## src/rtl/ucie_ctl_err_logger_if.sv

```systemverilog
// Register-file write port: ready/valid address + data.
// The master issues writes, the slave (register file) accepts them.
interface ucie_ctl_err_logger_if #(
  parameter int ADDR_W = 8
);
  logic              wr;
  logic [ADDR_W-1:0] addr;
  logic [31:0]       wdata;
  logic              ready;

  modport master (
    output wr,
    output addr,
    output wdata,
    input  ready
  );

  modport slave (
    input  wr,
    input  addr,
    input  wdata,
    output ready
  );
endinterface

```

## src/rtl/ucie_ctl_err_logger.sv

```systemverilog
// Error-source logger: sticky pending bits and saturating counts per
// register, flushed round-robin over a ready/valid register write port.
module ucie_ctl_err_logger #(
  parameter int          NUM_REG      = 4,
  parameter int          BITS_PER_REG = 8,
  parameter int          ADDR_W       = 8,
  parameter logic [31:0] BASE_ADDR    = 32'h24
) (
  input  logic                            i_clk,
  input  logic                            i_rst,
  input  logic [NUM_REG*BITS_PER_REG-1:0] i_err_src,
  input  logic [NUM_REG*BITS_PER_REG-1:0] i_err_mask,
  input  logic                            i_log_en,
  ucie_ctl_err_logger_if.master           bus,
  output logic                            o_pending_any,
  output logic [NUM_REG-1:0]              o_cnt_sat
);

  localparam int NB = NUM_REG * BITS_PER_REG;
  localparam int LW = (NUM_REG > 1) ? $clog2(NUM_REG) : 1;

  localparam logic [0:0] IDLE  = 1'b0;
  localparam logic [0:0] ISSUE = 1'b1;

  logic [0:0]        state;
  logic [LW-1:0]     last;
  logic [LW-1:0]     sel;
  logic [NB-1:0]     src_q;
  logic              take;
  logic              accept;

  logic [NUM_REG-1:0][BITS_PER_REG-1:0] pend;
  logic [NUM_REG-1:0][BITS_PER_REG-1:0] pend_n;
  logic [NUM_REG-1:0][BITS_PER_REG-1:0] edges;
  logic [NUM_REG-1:0][7:0]              cnt;
  logic [NUM_REG-1:0][7:0]              cnt_n;

  logic [NUM_REG-1:0] dirty;
  logic [NUM_REG-1:0] sat_set;
  logic [NUM_REG-1:0] sat_clr;

  logic              wr_q;
  logic [ADDR_W-1:0] addr_q;
  logic [31:0]       wdata_q;
  logic [ADDR_W-1:0] addr_n;
  logic [31:0]       wdata_n;

  function automatic logic [4:0] popcnt(
    input logic [BITS_PER_REG-1:0] v
  );
    logic [4:0] p;
    p = '0;
    for (int i = 0; i < BITS_PER_REG; i++)
      p = p + 5'(v[i]);
    return p;
  endfunction

  function automatic logic [7:0] sat_add(
    input logic [7:0] c,
    input logic [4:0] p
  );
    logic [8:0] s;
    s = {1'b0, c} + {4'b0, p};
    return s[8] ? 8'hff : s[7:0];
  endfunction

  assign edges = i_err_src & ~src_q & ~i_err_mask;

  always_comb begin
    for (int r = 0; r < NUM_REG; r++)
      dirty[r] = |pend[r];
  end

  assign o_pending_any = |dirty;

  // Highest k processed last would lose; iterate downward so the
  // nearest dirty register after `last` wins.
  always_comb begin
    int            idx;
    logic [LW-1:0] ix;
    sel = last;
    idx = 0;
    ix  = '0;
    for (int k = NUM_REG; k >= 1; k--) begin
      idx = int'(last) + k;
      if (idx >= NUM_REG)
        idx = idx - NUM_REG;
      ix = LW'(idx);
      if (dirty[ix])
        sel = ix;
    end
  end

  assign take   = (state == IDLE) && i_log_en && (|dirty);
  assign accept = (state == ISSUE) && bus.ready;

  // Selected register reloads with this cycle's edges only, so no
  // event arriving during the snapshot is dropped.
  always_comb begin
    pend_n  = pend;
    cnt_n   = cnt;
    sat_set = '0;
    for (int r = 0; r < NUM_REG; r++) begin
      if (take && sel == LW'(r)) begin
        pend_n[r] = edges[r];
        cnt_n[r]  = {3'b0, popcnt(edges[r])};
      end else begin
        pend_n[r]  = pend[r] | edges[r];
        cnt_n[r]   = sat_add(cnt[r], popcnt(edges[r]));
        sat_set[r] = (cnt[r] != 8'hff) && (cnt_n[r] == 8'hff);
      end
    end
  end

  always_comb begin
    sat_clr = '0;
    if (accept)
      sat_clr[last] = 1'b1;
  end

  always_comb begin
    wdata_n                    = '0;
    wdata_n[31:24]             = cnt[sel];
    wdata_n[BITS_PER_REG-1:0]  = pend[sel];
    addr_n = ADDR_W'(BASE_ADDR + 32'(sel) * 32'd4);
  end

  always_ff @(posedge i_clk or posedge i_rst) begin
    if (i_rst) begin
      state     <= IDLE;
      last      <= LW'(NUM_REG - 1);
      src_q     <= '0;
      pend      <= '0;
      cnt       <= '0;
      o_cnt_sat <= '0;
      wr_q      <= 1'b0;
      addr_q    <= '0;
      wdata_q   <= '0;
    end else begin
      src_q     <= i_err_src;
      pend      <= pend_n;
      cnt       <= cnt_n;
      o_cnt_sat <= (o_cnt_sat & ~sat_clr) | sat_set;
      case (state)
        IDLE: begin
          if (take) begin
            state   <= ISSUE;
            last    <= sel;
            wr_q    <= 1'b1;
            addr_q  <= addr_n;
            wdata_q <= wdata_n;
          end
        end
        ISSUE: begin
          if (bus.ready) begin
            state <= IDLE;
            wr_q  <= 1'b0;
          end
        end
        default: state <= IDLE;
      endcase
    end
  end

  assign bus.wr    = wr_q;
  assign bus.addr  = addr_q;
  assign bus.wdata = wdata_q;

endmodule
```

## src/flat_wrapper.sv

```systemverilog
// flat-port wrapper written by rule: the top's interface ports become plain ports
module ucie_ctl_err_logger_flat 
#(
  parameter int          NUM_REG      = 4,
  parameter int          BITS_PER_REG = 8,
  parameter int          ADDR_W       = 8,
  parameter logic [31:0] BASE_ADDR    = 32'h24
)
  (i_clk, i_rst, i_err_src, i_err_mask, i_log_en, o_pending_any, o_cnt_sat, bus_wr, bus_addr, bus_wdata, bus_ready);
  ucie_ctl_err_logger_if #(.ADDR_W(ADDR_W)) bus_i ();
  input  logic i_clk;
  input  logic i_rst;
  input  logic [NUM_REG*BITS_PER_REG-1:0] i_err_src;
  input  logic [NUM_REG*BITS_PER_REG-1:0] i_err_mask;
  input  logic i_log_en;
  output logic o_pending_any;
  output logic [NUM_REG-1:0] o_cnt_sat;
  output wire logic [$bits(bus_i.wr)-1:0] bus_wr;
  output wire logic [$bits(bus_i.addr)-1:0] bus_addr;
  output wire logic [$bits(bus_i.wdata)-1:0] bus_wdata;
  input wire logic [$bits(bus_i.ready)-1:0] bus_ready;
  assign bus_wr = bus_i.wr;
  assign bus_addr = bus_i.addr;
  assign bus_wdata = bus_i.wdata;
  assign bus_i.ready = bus_ready;
  ucie_ctl_err_logger #(.NUM_REG(NUM_REG), .BITS_PER_REG(BITS_PER_REG), .ADDR_W(ADDR_W), .BASE_ADDR(BASE_ADDR)) u_core (.i_clk(i_clk), .i_rst(i_rst), .i_err_src(i_err_src), .i_err_mask(i_err_mask), .i_log_en(i_log_en), .bus(bus_i), .o_pending_any(o_pending_any), .o_cnt_sat(o_cnt_sat));
endmodule
```

## config.mk

```make
export PLATFORM = sky130hd
export DESIGN_NAME = ucie_ctl_err_logger_flat
export DESIGN_NICKNAME = d
export VERILOG_FILES = /design/src/rtl/ucie_ctl_err_logger_if.sv /design/src/rtl/ucie_ctl_err_logger.sv /design/src/flat_wrapper.sv
export SDC_FILE = /design/constraint.sdc
export NUM_CORES = 1
export LEC_CHECK = 0
export CORE_AREA = 5 5 224 117
export CTS_CLUSTER_SIZE = 24
export DETAILED_ROUTE_END_ITERATION = 10
export DIE_AREA = 0 0 229 122
export DONT_BUFFER_PORTS = 1
export GPL_TIMING_DRIVEN = 1
export SLEW_MARGIN = 20
export SYNTH_ARGS = -nofsm -noshare
export SYNTH_HDL_FRONTEND = slang
export SYNTH_SLANG_ARGS = --single-unit
```

## constraint.sdc

```tcl
create_clock -name i_clk -period 13 [get_ports i_clk]
set_clock_uncertainty 0.2 [all_clocks]
set_input_delay 1.3 -clock i_clk [delete_from_list [all_inputs] [get_ports i_clk]]
set_output_delay 1.3 -clock i_clk [all_outputs]
set_load 0.01 [all_outputs]
```

==> key figures, run 1 <==
Run status
  • Status: completed

Clocking
  • Worst-Skew Late Latency: 430 ps
  • Clk slew on worst S/H paths: 60 ps
  • CTS H-tree lvls: 4
  • Cells resized by post-CTS repair: 0
  • CTS Hold Bufs: 0
  • TritonCTS buffer count: 17
  • Post CTS Setup Buffer Count: 0
  • CTS tree: yes
  • Clock sink total: 124
  • Clk root buf: clkbuf_16
  • Clock Path Buffers: 2

Power
  • VDD IR max: 99.89 uV
  • Power per cell area: 233.7 nW/um^2
  • Pleak: 3.485 nW

Synth
  • Syn. warnings: 0
  • Synthesized area per cell: 10.34 um^2
  • Synth top area share: 42.87%
  • Synth area leaders: dfrtp_1, ha_1, fa_1
  • Mapped Area: 7122 um^2
  • Gate Count Post-Synth: 689
  • Sequential fraction of the synthesis area: 43.61%
  • Cell taking the most area after synthesis: dfrtp_1
  • #FFs+latches synth: 124
  • Distinct cell type count after synthesis: 55

Drt
  • Total vias in the final route: 4997
  • Final ANT Viol Nets: 0
  • Drt drc: 0
  • DR pass1 iterations: 8
  • Via density: 4.885
  • Starting DRC count in detailed routing: 436
  • Aggregate routed wire length: 18640 um
  • Routed length per instance: 18.22 um

Global routing
  • Vias in the first global route: 4962
  • Grt met2 use: 17.27%
  • Grt ovf: 0
  • First-pass GRT wire length: 29300 um
  • GR peak layer: met1
  • Pin count of the biggest net entering global routing: 77
  • Met3 Resource Use GR: 5.123%
  • Initial antenna violation count: 0
  • Met1 usage: 21.33%
  • Total track usage: 13.59%

STA
  • Final Setup Violations: 0
  • Slew at the pin closest to its max-slew limit: 1003 ps
  • Slew margin rel.: 33.15%
  • Setup TNS: 0 ps
  • Tcrit/Tclk final: 46.76%
  • Final Hold Viols: 0
  • Crit path time final: 6078 ps
  • Unrepaired setup endpoints after global routing: no
  • F_max: 164.5 MHz
  • Final max-slew violation count: 0

Setup path
  • Critical Path Start Type: input pin
  • Worst Path Max Fanout: 6
  • WP data required: 13150 ps
  • WS Path Type: in -> reg
  • CP arrival: 6230 ps
  • CP Capture Type: flop

Finish
  • Fin util: 32.49%
  • Layout cells sized above 1: 10.98%
  • Nets: 815
  • Layout area overhead: 11.16%
  • Ant diodes: 0
  • FILL cells: 2470

Placement
  • I/O Buffers: 0
  • DPL Wire Length: 14530 um
  • Final GP Congestion: 0.9025

Hold path
  • HP Class: reg -> reg

Run
  • Max cap viols: 0

Die
  • Die width: 229 um
  • Core Box Area: 24370 um^2
  • Die area: 27940 um^2
  • Initial core utilization: 29.23%
  • I/O pin count: 114
  • Chip Height: 122 um
  • FP Rows: 41
## registers in the layout, indices dropped and copies added (netlist names)
register	count
u_core.bus.wr	1
u_core.o_cnt_sat	4
u_core.src_q	32
u_core.last	2
u_core.pend	32
u_core.cnt	32
u_core.state	1
u_core.bus.wdata	16
u_core.bus.addr	4
## power breakdown
group	internal (mW)	switching, mW	total, mW
clock network	0.288	0.170	0.457
registers	0.516	0.161	0.677
logic	0.294	0.422	0.715
## logic make-up (layout without fill, tap and decap cells)
group           after synthesis  in the layout  synth area share, %
simple gates                220            220                16.55
other cells                   1             20              0.05266
mux                          20             20                2.899
compound gates              145            145                14.97
fa+ha+maj                    56             56                11.95
buf+inv                     101             94                7.273
flops                       124            124                43.61
xor+xnor                     22             22                2.705
## routing by layer
| metal | part of all wire, % | up-vias |
|---|---|---|
| li1 | - | 2375 |
| met1 | 53 | 2459 |
| met2 | 38 | 152 |
| met3 | 7.8 | 11 |
| met4 | 0.55 | 0 |
| met5 | 0 | - |
## layout by cell type, fill, tap and decap left out, types with 18 or more instances in the layout
cell       n
o21ai_0   24
nor3b_1   18
inv_1     57
conb_1    20
dfrtp_1  122
a21oi_1   28
nor2_1    37
a31oi_1   22
ha_1      36
a21o_1    23
nand2_1   74
fa_1      20
mux2i_1   18
## final cells by class
class	instances	area, um^2	area share (%)
tap	322	402.9	5.089
sequential	124	3105	39.23
clock buffer	22	464.2	5.864
clock inverter	7	92.59	1.170
timing repair buffer	7	52.55	0.6638
inverter	58	222.7	2.813
multi-input combinational	483	3576	45.17
## worst max-delay path, cell delays in order
cell and delay (ps):
nor3b_1 400, ha_1 220, inv_1 50, fa_1 530, inv_1 60, fa_1 500, fa_1 440, inv_1 80
fa_1 480, fa_1 450, nor2b_1 120, o21ai_0 90, nand2b_1 160, nand2_1 110, nor2_1 370, a41oi_1 140
a2111oi_0 500, a22o_1 210
## cell usage after synthesis, drive strengths merged
cell type,n
a2111oi,16
a211o,1
a211oi,19
a21o,23
a21oi,29
a22o,1
a311oi,1
a31oi,22
a32o,1
a41oi,1
and2,7
and3,5
and3b,1
buf,35
clkbuf,8
conb,1
dfrtp,122
dfstp,2
fa,20
ha,36
inv,58
mux2,2
mux2i,18
nand2,75
nand2b,8
nand3,12
nand3b,1
nand4,8
nand4b,2
nor2,37
nor2b,15
nor3,7
nor3b,18
nor4,10
o211a,1
o21ai,24
o221ai,2
o22ai,1
o31a,2
o31ai,1
or3b,13
or4,1
xnor2,16
xor2,6
## metrics by stage
stage	power, mW	area, um^2	setup slack [ps]	hold WS, ps	instances
final	1.850	7916	6922	317.5	1023
after detailed placement	1.392	7357	6577	300.5	994
after global placement	1.382	7357	6613	296.1	994
after CTS	1.864	7914	7004	320.4	1023
after floorplan	1.213	7193	7301	268.7	708
after global routing	1.983	7916	6578	340.9	1023
## final timing paths
check | to | cells past startpoint | from | slack (ps)
min in group asynchronous | u_core.bus.addr[5] | 1 | i_rst | 650
worst min register to register | u_core.pend[29] | 1 | u_core.pend[29] | 320
worst min-delay path | u_core.pend[29] | 1 | u_core.pend[29] | 320
max in group asynchronous | u_core.o_cnt_sat[2] | 2 | i_rst | 10770
worst max register to register | u_core.o_cnt_sat[3] | 18 | u_core.src_q[24] | 7400
worst max-delay path | u_core.o_cnt_sat[3] | 18 | i_err_src[24] | 6920
(Power assumes the default switching activity.)
==> run 2: changes to the inputs <==
--- a/config.mk
+++ b/config.mk
@@ -5,10 +5,11 @@
 export SDC_FILE = /design/constraint.sdc
 export NUM_CORES = 1
 export LEC_CHECK = 0
-export CORE_AREA = 5 5 224 117
+export ABC_AREA = 1
+export CORE_AREA = 5 5 227 119
 export CTS_CLUSTER_SIZE = 24
 export DETAILED_ROUTE_END_ITERATION = 10
-export DIE_AREA = 0 0 229 122
+export DIE_AREA = 0 0 232 124
 export DONT_BUFFER_PORTS = 1
 export GPL_TIMING_DRIVEN = 1
 export SLEW_MARGIN = 20
==> constraint.sdc (replaced) <==
create_clock -name i_clk -period 6.1 [get_ports i_clk]
set_clock_uncertainty 0.2 [all_clocks]
set_input_delay 0.61 -clock i_clk [delete_from_list [all_inputs] [get_ports i_clk]]
set_output_delay 0.61 -clock i_clk [all_outputs]
set_load 0.01 [all_outputs]
==> run 2 against run 1 <==
Net effect: register-to-register slack worse by 6600 ps; setup slack got worse by 6100 ps; hold slack got worse by 120 ps; synthesized area rose by 2.6%; largest power group unchanged; highest routed layer unchanged.
==> key figures, run 2 <==
Drt
  • Routed length per instance: 16.07 um (-12%)
  • Drt drc: 0 (unchanged)
  • Met3 Wirelength: 1808 um (+24%)
  • Via density: 4.565 (-6.5%)
  • Starting DRC count in detailed routing: 370 (-15%)
  • Uppermost layer routed: met4
  • DR pass1 iterations: 5 (-3)
  • Total vias in the final route: 5789 (+16%)
  • Final ANT Viol Nets: 0 (unchanged)
  • Metal-1 WL: 10570 um (+6.4%)
  • Aggregate routed wire length: 20370 um (+9.3%)
  • WL met2: 7834 um (+9.7%)

Clocking
  • Post CTS Setup Buffer Count: 0 (unchanged)
  • Clock sink total: 124 (unchanged)
  • Worst-Skew Late Latency: 440 ps (about the same)
  • Clock Path Buffers: 2 (unchanged)
  • Clk slew on worst S/H paths: 60 ps (about the same)
  • CTS tree: yes
  • Clk root buf: clkbuf_16
  • CTS Hold Bufs: 33 (+33)
  • Cells resized by post-CTS repair: 0 (unchanged)
  • TritonCTS buffer count: 17 (unchanged)
  • CTS H-tree lvls: 4 (unchanged)

STA
  • Hold Worst Slack: 192.8 ps (-124.7 ps)
  • Worst setup margin: 840.4 ps (-6081 ps)
  • Final max-slew violation count: 0 (unchanged)
  • Slew at the pin closest to its max-slew limit: 925.2 ps (-77.57 ps)
  • Tcrit/Tclk final: 86.22%
  • F_max: 190.1 MHz
  • Slew margin rel.: 38.32% (+5.2 points)
  • Crit path time final: 5260 ps
  • Unrepaired setup endpoints after global routing: no
  • Final Setup Violations: 0 (unchanged)
  • Setup TNS: 0 ps (unchanged)
  • Final Hold Viols: 0 (unchanged)

Setup path
  • RR Startpoint: u_core.src_q[24]
  • CP startpoint: u_core.src_q[24]
  • Worst Path Max Fanout: 7 (+1)
  • CP arrival: 5380 ps (-850 ps)
  • CP Capture Type: flop
  • Flop-to-flop setup slack: 840 ps (-6560 ps)
  • R2R cell count: 20 (+2)
  • WS Path Type: reg -> reg
  • Critical Path Start Type: flop
  • R2R Path End: u_core.o_cnt_sat[3]
  • Worst Setup EP: u_core.o_cnt_sat[3]
  • WP data required: 6220 ps (-6930 ps)

Global routing
  • Pin count of the biggest net entering global routing: 72 (-6.5%)
  • Vias in the first global route: 5637 (+14%)
  • Total track usage: 14.67% (+1.1 points)
  • First-pass GRT wire length: 31880 um (+8.8%)
  • Initial antenna violation count: 0 (unchanged)
  • Grt ovf: 0 (unchanged)

Finish
  • FILL cells: 2625 (+6.3%)
  • Sequential cell area: 3105 um^2 (unchanged)
  • Biggest registers after layout: u_core.cnt x32, u_core.pend x32, u_core.src_q x32
  • Most frequent cells in the layout: nand2_1, inv_1, dfrtp_1
  • Layout cells sized above 1: 7.035% (-3.9 points)
  • Final Instance Area: 8483 um^2 (+7.2%)
  • Multi-input gate area: 3451 um^2 (-3.5%)
  • Fin util: 34.31% (+1.8 points)
  • Non-filler cells, final: 1268 (+24%)
  • Layout area overhead: 16.12%
  • Nets: 1035 (+27%)
  • Commonest non-fill, non-tap cell in the layout: nand2_1
  • Ant diodes: 0 (unchanged)

Die
  • FP Rows: 41 (unchanged)
  • Chip Height: 124 um (+1.6%)
  • I/O pin count: 114 (unchanged)
  • Die area: 28770 um^2 (+3.0%)
  • Initial core utilization: 29.55% (+0.32 points)
  • Core Box Area: 24730 um^2 (+1.5%)
  • Die width: 232 um (+1.3%)

Power
  • Switching Share: 45.00% (+4.3 points)
  • Design Power: 4.279 mW (+130%)
  • Clock power frac: 23.8% (-0.9 points)
  • Power per cell area: 504.4 nW/um^2 (+120%)
  • Net Switching: 1.925 mW (+160%)
  • Power Internal: 2.353 mW (+110%)
  • Comb power frac: 45.4% (+6.7 points)
  • Pleak: 4.328 nW (+24%)
  • Seq pwr share: 30.8% (-5.8 points)
  • VDD IR max: 181.0 uV (+81%)

Placement
  • Placed Cells incl. Taps: 1203 (+21%)
  • Pre-CTS setup slack: 697.5 ps (-5880 ps)
  • I/O Buffers: 0 (unchanged)
  • Placement Cell Area: 7574 um^2 (+2.9%)
  • DPL Wire Length: 15580 um (+7.2%)
  • Final GP Congestion: 0.9224 (+2.2%)

Synth
  • Synth top area share: 41.79% (-1.1 points)
  • Cell taking the most area after synthesis: dfrtp_1
  • #FFs+latches synth: 124 (unchanged)
  • Most frequent cell after synthesis: nand2_1
  • Synth top cells by count: nand2_1, inv_1, dfrtp_1
  • Post-synth top flop: dfrtp_1
  • Async set-reset flop share out of synthesis: 100.0% (unchanged)
  • Distinct cell type count after synthesis: 40 (-27%)
  • Post-synth EDFFs: 0 (unchanged)
  • Synthesized area per cell: 8.330 um^2 (-19%)
  • Gate Count Post-Synth: 877 (+27%)
  • Sequential fraction of the synthesis area: 42.51% (-1.1 points)
  • Mapped Area: 7306 um^2 (+2.6%)
  • Synth area leaders: dfrtp_1, nand2_1, inv_1
  • Syn. warnings: 0 (unchanged)

Hold path
  • HP Class: in -> reg

Run status
  • Status: completed

Run
  • Max cap viols: 0 (unchanged)
[run 2: cell types whose count changed after synthesis, sizes merged, moves of 19 or more]
| cell | previous run | this run |
|---|---|---|
| a211oi | 19 | 0 |
| nand2 | 75 | 212 |
| a21oi | 29 | 10 |
| o21ai | 24 | 46 |
| a21o | 23 | 0 |
| nand3 | 12 | 91 |
| o21bai | 0 | 20 |
| inv | 58 | 147 |
[run 2: power by group through the flow]
stage | Sequential, mW | Combinational [mW] | Clock (mW)
final | 1.32 | 1.94 | 1.02
after floorplan | 1.26 | 1.48 | 0
after detailed placement | 1.33 | 1.90 | 0
after CTS | 1.32 | 1.94 | 1.04
after global placement | 1.33 | 1.88 | 0
after global routing | 1.35 | 2.22 | 1.08
[run 2: worst min path at each step]
stage	startpoint	slack, ps	cells after the start	end
2_1_floorplan	u_core.last[1]	300	2	u_core.last[1]
6_report	bus_ready	190	3	u_core.bus.wr
3_5_place_dp	u_core.last[1]	330	2	u_core.last[1]
5_1_grt	i_err_mask[9]	190	2	u_core.pend[9]
3_3_place_gp	u_core.last[1]	320	2	u_core.last[1]
4_1_cts	bus_ready	160	3	u_core.bus.wr
[run 2: cells by family (layout without fill, tap and decap cells)]
family / after synthesis / in the layout / synth area share [%]
adders and majority gates: 56 / 56 / 11.65
xor gates and xnor gates: 13 / 13 / 1.558
other: 1 / 20 / 0.05133
AOI/OAI and AO/OA: 91 / 91 / 7.518
and+or+nand+nor: 403 / 403 / 25.45
buffers and inverters: 189 / 217 / 11.27
DFF: 124 / 124 / 42.51
[run 2: layer usage]
metal,global-route usage [%],vias up
li1,-,2812
met1,22.63,2780
met2,18.99,187
met3,5.558,10
met4,3.208,0
met5,0,-
[run 2: worst max-delay path: stages (launching register included)]
cell,delay (ps)
dfrtp_1,360
nor3b_1,530
ha_1,240
inv_1,50
fa_1,520
inv_1,60
fa_1,570
fa_1,210
inv_1,60
fa_1,370
xnor2_1,220
ha_1,320
nand2_1,90
a21oi_1,90
o21bai_1,470
inv_1,150
or2_2,320
o41ai_1,80
nor3_1,80
nand4_1,90
nand2_1,60
[run 2: final cells by class]
class	instances	area share, %
multi-input combinational	583	40.68
timing repair buffer	36	4.159
clock inverter	10	1.357
clock buffer	22	5.472
sequential	124	36.61
inverter	149	6.652
tap	344	5.074
